File: config.mk
export PLATFORM = sky130hd
export DESIGN_NAME = l1_mem_arbiter
export DESIGN_NICKNAME = d
export VERILOG_FILES = /design/src/rtl/l1_mem_arbiter_pkg.sv /design/src/rtl/rr_pick2.sv /design/src/rtl/l1_mem_arbiter.sv
export SDC_FILE = /design/constraint.sdc
export NUM_CORES = 1
export LEC_CHECK = 0
export CORE_AREA = 2 2 338 340
export DETAILED_ROUTE_END_ITERATION = 16
export DIE_AREA = 0 0 340 342
export MAX_ROUTING_LAYER = met4
export PLACE_DENSITY_LB_ADDON = 0.25
export SLEW_MARGIN = 30
export SYNTH_ARGS = -nofsm -noshare
export SYNTH_HDL_FRONTEND = slang
export SYNTH_HIERARCHICAL = 1
export SYNTH_SLANG_ARGS = --single-unit
File: constraint.sdc
create_clock -name clk -period 6.9 [get_ports clk]
set_input_delay 2.07 -clock clk [delete_from_list [all_inputs] [get_ports clk]]
set_output_delay 2.07 -clock clk [all_outputs]
set_load 0.02 [all_outputs]
File: src/rtl/l1_mem_arbiter_pkg.sv
// Shared types and constants for the L1 I/D memory-port arbiter.
package l1_mem_arbiter_pkg;

    localparam int unsigned LINE_BITS = 128;

    // Requester IDs; also used as bit indices into per-port vectors.
    localparam logic PORT_I = 1'b0;
    localparam logic PORT_D = 1'b1;

    typedef enum logic [1:0] {
        ARB_IDLE  = 2'd0,
        ARB_ISSUE = 2'd1,
        ARB_DONE  = 2'd2
    } arb_state_e;

    // Memory transactions are always whole lines.
    function automatic logic [31:0] line_addr(input logic [31:0] a);
        return a & ~32'h0000_000F;
    endfunction

endpackage

File: src/rtl/rr_pick2.sv
// Two-requester round-robin picker: rr breaks ties, otherwise the lone requester wins.
module rr_pick2
    import l1_mem_arbiter_pkg::*;
(
    input  logic [1:0] req,
    input  logic       rr,
    output logic       grant_valid,
    output logic       grant_id
);

    // Combinational pick.
    always_comb begin
        grant_valid = |req;
        grant_id    = PORT_I;
        if (req == 2'b11) begin
            grant_id = rr;
        end else if (req[PORT_D]) begin
            grant_id = PORT_D;
        end
    end

endmodule

File: src/rtl/l1_mem_arbiter.sv
// Shares one line-wide req/ack memory port between the I- and D-side L1 caches.
module l1_mem_arbiter
    import l1_mem_arbiter_pkg::*;
#(
    parameter int unsigned TIMEOUT_CYCLES = 255,
    parameter int unsigned TO_WIDTH       = 8
) (
    input  logic                 clk,
    input  logic                 reset,
    input  logic                 i_ren,
    input  logic                 i_wen,
    input  logic [31:0]          i_addr,
    input  logic [LINE_BITS-1:0] i_in,
    output logic [LINE_BITS-1:0] i_out,
    output logic                 i_busy,
    input  logic                 d_ren,
    input  logic                 d_wen,
    input  logic [31:0]          d_addr,
    input  logic [LINE_BITS-1:0] d_in,
    output logic [LINE_BITS-1:0] d_out,
    output logic                 d_busy,
    output logic                 mem_req,
    output logic                 mem_we,
    output logic [31:0]          mem_addr,
    output logic [LINE_BITS-1:0] mem_wdata,
    input  logic [LINE_BITS-1:0] mem_rdata,
    input  logic                 mem_ack,
    output logic                 mem_err
);

    arb_state_e           state_q, state_d;
    logic                 rr_q, rr_d;
    logic [1:0]           cool_q, cool_d;
    logic [TO_WIDTH-1:0]  cnt_q, cnt_d;
    logic                 gnt_q, gnt_d;
    logic                 req_q, req_d;
    logic                 we_q, we_d;
    logic [31:0]          addr_q, addr_d;
    logic [LINE_BITS-1:0] wdata_q, wdata_d;
    logic [LINE_BITS-1:0] i_out_q, i_out_d;
    logic [LINE_BITS-1:0] d_out_q, d_out_d;
    logic [1:0]           busy_q, busy_d;
    logic                 err_q, err_d;

    logic [1:0]           eligible;
    logic                 pick_valid;
    logic                 pick_id;

    // A port just served sits out one IDLE cycle so its stale request is not re-granted.
    assign eligible = {d_ren | d_wen, i_ren | i_wen} & ~cool_q;

    rr_pick2 u_pick (
        .req         (eligible),
        .rr          (rr_q),
        .grant_valid (pick_valid),
        .grant_id    (pick_id)
    );

    // Next-state, latches, timeout and response logic.
    always_comb begin
        state_d = state_q;
        rr_d    = rr_q;
        cool_d  = cool_q;
        cnt_d   = cnt_q;
        gnt_d   = gnt_q;
        req_d   = req_q;
        we_d    = we_q;
        addr_d  = addr_q;
        wdata_d = wdata_q;
        i_out_d = i_out_q;
        d_out_d = d_out_q;
        busy_d  = 2'b11;
        err_d   = err_q;

        unique case (state_q)
            ARB_IDLE: begin
                cool_d = 2'b00;
                if (pick_valid) begin
                    gnt_d = pick_id;
                    if (pick_id == PORT_D) begin
                        we_d    = d_wen;
                        addr_d  = line_addr(d_addr);
                        wdata_d = d_wen ? d_in : '0;
                    end else begin
                        we_d    = i_wen;
                        addr_d  = line_addr(i_addr);
                        wdata_d = i_wen ? i_in : '0;
                    end
                    req_d   = 1'b1;
                    cnt_d   = '0;
                    state_d = ARB_ISSUE;
                end
            end
            ARB_ISSUE: begin
                // An ack in the final allowed cycle still counts as success.
                if (mem_ack || (cnt_q == TO_WIDTH'(TIMEOUT_CYCLES - 1))) begin
                    req_d          = 1'b0;
                    state_d        = ARB_DONE;
                    busy_d[gnt_q]  = 1'b0;
                    if (!mem_ack) begin
                        err_d = 1'b1;
                    end
                    if (!we_q) begin
                        if (gnt_q == PORT_D) begin
                            d_out_d = mem_ack ? mem_rdata : '0;
                        end else begin
                            i_out_d = mem_ack ? mem_rdata : '0;
                        end
                    end
                end else begin
                    cnt_d = cnt_q + TO_WIDTH'(1);
                end
            end
            ARB_DONE: begin
                rr_d          = ~gnt_q;
                cool_d[gnt_q] = 1'b1;
                state_d       = ARB_IDLE;
            end
            default: begin
                state_d = ARB_IDLE;
            end
        endcase
    end

    // State register with synchronous active-low reset.
    always_ff @(posedge clk) begin
        if (!reset) begin
            state_q <= ARB_IDLE;
            rr_q    <= PORT_I;
            cool_q  <= 2'b00;
            cnt_q   <= '0;
            gnt_q   <= PORT_I;
            req_q   <= 1'b0;
            we_q    <= 1'b0;
            addr_q  <= '0;
            wdata_q <= '0;
            i_out_q <= '0;
            d_out_q <= '0;
            busy_q  <= 2'b11;
            err_q   <= 1'b0;
        end else begin
            state_q <= state_d;
            rr_q    <= rr_d;
            cool_q  <= cool_d;
            cnt_q   <= cnt_d;
            gnt_q   <= gnt_d;
            req_q   <= req_d;
            we_q    <= we_d;
            addr_q  <= addr_d;
            wdata_q <= wdata_d;
            i_out_q <= i_out_d;
            d_out_q <= d_out_d;
            busy_q  <= busy_d;
            err_q   <= err_d;
        end
    end

    assign mem_req   = req_q;
    assign mem_we    = we_q;
    assign mem_addr  = addr_q;
    assign mem_wdata = wdata_q;
    assign i_out     = i_out_q;
    assign d_out     = d_out_q;
    assign i_busy    = busy_q[PORT_I];
    assign d_busy    = busy_q[PORT_D];
    assign mem_err   = err_q;

endmodule

==> results by group <==
Worst setup path
  • Critical Path AT: 4.79 ns
  • Nature of the critical path startpoint: input port
  • Path type of the worst setup path: input port to flip-flop
  • Data required time of the critical path: 7.39 ns
  • Critical path peak fanout: 121
  • Setup crit end kind: flip-flop

Timing
  • Least-Margin Pin Slew: 0.9380 ns
  • Clock tree skew after final layout: 0.01814 ns
  • Maximum clock frequency: 232.4 MHz
  • Tightest slew margin relative to the limit: 0.3747
  • Count of final max-slew check failures: 0
  • Number of setup violations in the final report: 0
  • Share of the clock period used by the worst path: 0.6235
  • Setup_tns: 0 ns
  • Hold violation count in the final report: 0
  • RSZ-0062 raised after global routing: no
  • Post-layout min period: 4.302 ns

CTS
  • Worst skew pair latency: 0.64 ns
  • Resized Gates After CTS: 0
  • Root buffer selected by CTS: clkbuf_16
  • Number of clock buffers inserted by TritonCTS: 57
  • Clock transition at the registers of the reported paths: 0.06 ns
  • Count of H-tree levels built during CTS: 2
  • Clock tree sinks: 431
  • Number of post-CTS setup repair buffers: 0
  • CTS tree: yes
  • Number of buffers between clock root and the deepest sink: 3
  • Hold-fix buffers, CTS: 0

Floorplan
  • Row cnt: 124
  • Area of the die: 116300 µm²
  • Die Span X: 340 µm
  • Number of I/O pins: 876
  • Initial Util: 0.1544
  • Die height: 342 µm
  • Core Box Area: 113100 µm²

Synth
  • Top post-synthesis cells by area: dfxtp_1, mux2i_1, a221oi_1
  • Number of instances in the synthesized netlist: 1807
  • Area share of the largest cell type after synthesis: 0.4942
  • Count of unique library cells instantiated by Yosys: 43
  • Cell Area, Synth: 17460 µm²
  • Synthesis Warnings: 6
  • Flip-flop and latch count after synthesis: 431
  • Syn avg cell area: 9.662 µm²
  • Cell type with the largest total area after synthesis: dfxtp_1
  • Share of the yosys chip area belonging to registers: 0.4942

Detailed routing
  • Uppermost layer routed: met4
  • Remaining design rule violation count: 0
  • Remaining antenna violation count after routing: 0
  • Routed length per placed instance: 19.90 µm
  • Via total after detailed routing: 16.20k
  • Overall routed net length: 82310 µm
  • Detail Route met2 WL: 39060 µm
  • DR iter-0 viols: 653
  • Total length of routed met3 wires: 6285 µm
  • M1 wire length: 33680 µm
  • Drt first pass iters: 4
  • Mean number of vias per cell: 3.919

Global routing
  • Total global-route track usage: 0.1380
  • Global-route wire length before repair: 114700 µm
  • Largest net degree at the start of global routing: 122
  • Via count of the first global-routing pass: 16.00k
  • Residual overflow from global routing: 0
  • Antenna violations before repair: 4

Power
  • PD cells: 248.3 nW/µm²
  • Leakage: 11.90 nW
  • Worst vdd ir: 0.1848 mV

Placement
  • Weighted congestion at the end of routability-driven global placement: 0.8032
  • Post-Place Cell Area: 27430 µm²
  • DP Wirelength: 61400 µm
  • Number of input and output port buffers inserted: 863

Finish
  • Commonest non-fill, non-tap cell in the layout: clkdlybuf4s50_1
  • Finished Cell Area: 29300 µm²
  • Fraction of layout cells with a size suffix above 1: 0.04466
  • Count of fill cells added during filler insertion: 12.17k
  • Syn-to-layout area delta: 67.83%
  • Number of nets in the layout: 3036
  • Most used cells in the layout excluding fill and tap cells: clkdlybuf4s50_1, dfxtp_1, nand2_1

Min path
  • Hold/Removal Path Class: flip-flop to flip-flop

Job
  • Max Cap Viol: 0

Status
  • Status: finished clean
## flip-flops by register name, summed over array words and instances, names as in the netlist
signal	cells
mem_addr	28
gnt_q	1
state_q	2
cnt_q	8
busy_q	2
i_out	128
d_out	128
cool_q	2
rr_q	1
mem_err	1
mem_we	1
mem_req	1
mem_wdata	128
## report_power, final
group          internal (W)  switching (W)  total [W]
Sequential          0.00265      0.0000868    0.00273
Clock               0.00180        0.00120    0.00301
Combinational      0.000711       0.000827    0.00154
Total               0.00516        0.00212    0.00728
## layout make-up
cell class              instances  area (µm²)  area share
diodes                          3       7.507   0.0002562
clock buffers                  88        1715     0.05854
clock inverters                12       150.1    0.005124
inverters                       3       11.26   0.0003843
multi-input cells            1200        7959      0.2716
flip-flops and latches        431        8628      0.2945
well taps                    1512        1892     0.06456
repair buffers                886        8939      0.3051
## stage by stage
stage | instances | hold slack [ns] | util | setup WS [ns] | total power, W
global route | 4134 | 0.4748 | 0.2590 | 2.575 | 0.007639
detailed placement | 4032 | 0.4519 | 0.2425 | 2.059 | 0.004361
floorplan | 1810 | 0.4272 | - | 3.222 | 0.003507
global placement | 4032 | 0.4457 | 0.2425 | 2.073 | 0.004354
finish | 4135 | 0.4557 | 0.2591 | 2.598 | 0.007276
CTS | 4132 | 0.4591 | 0.2590 | 2.748 | 0.007463
## final timing paths
path	startpoint	end	slack [ns]	cells after the start
setup reg to reg	cnt_q[0]	i_out[68]	4.08	7
hold reg to reg	i_out[110]	i_out[110]	0.46	2
setup / recovery	d_wen	mem_wdata[50]	2.60	9
hold / removal	i_out[110]	i_out[110]	0.46	2
## Yosys cell counts, drive strengths merged
library cell / number
o21a: 3
o21ai: 5
or2: 1
inv: 3
o22ai: 1
nand2: 298
a211oi: 1
nor3: 3
xnor2: 1
nand3: 134
a21o: 1
o2bb2ai: 1
nand4b: 1
and2: 3
dfxtp: 431
nor3b: 131
o211a: 29
a21boi: 3
clkbuf: 138
nand2b: 2
nor2b: 1
nand4bb: 2
o221ai: 2
a21oi: 2
a31oi: 2
o211ai: 1
mux2i: 284
and4: 1
ha: 2
or4: 1
a221oi: 128
buf: 38
and3: 5
conb: 1
nand4: 2
nor2: 145
## layer usage
layer,up-vias,GRT usage
met5,-,-
met4,0,0.05199
met3,114,0.04461
met2,564,0.2237
met1,7572,0.1582
li1,7954,-
## cells by family after synthesis
| logic type | after synthesis | share of synthesized area |
|---|---|---|
| XOR/XNOR | 1 | 0.0005017 |
| AND/OR/NAND/NOR | 730 | 0.1989 |
| flip-flops | 431 | 0.4942 |
| other | 1 | 0.0002148 |
| adder cells (fa/ha/maj) | 2 | 0.001433 |
| multiplexers | 284 | 0.1628 |
| AO/OA/AOI/OAI | 179 | 0.08951 |
| buffers and inverters | 179 | 0.05239 |
## worst max-delay path, cell delays in order
cell and delay, ns:
clkdlybuf4s50_1 0.48, nor2_1 0.05, nor2_1 0.13, a21boi_4 0.20
buf_4 0.48, nor2b_4 0.16, buf_12 0.22, a221oi_1 0.72
nor3b_1 0.10
(Power assumes the default switching activity.)
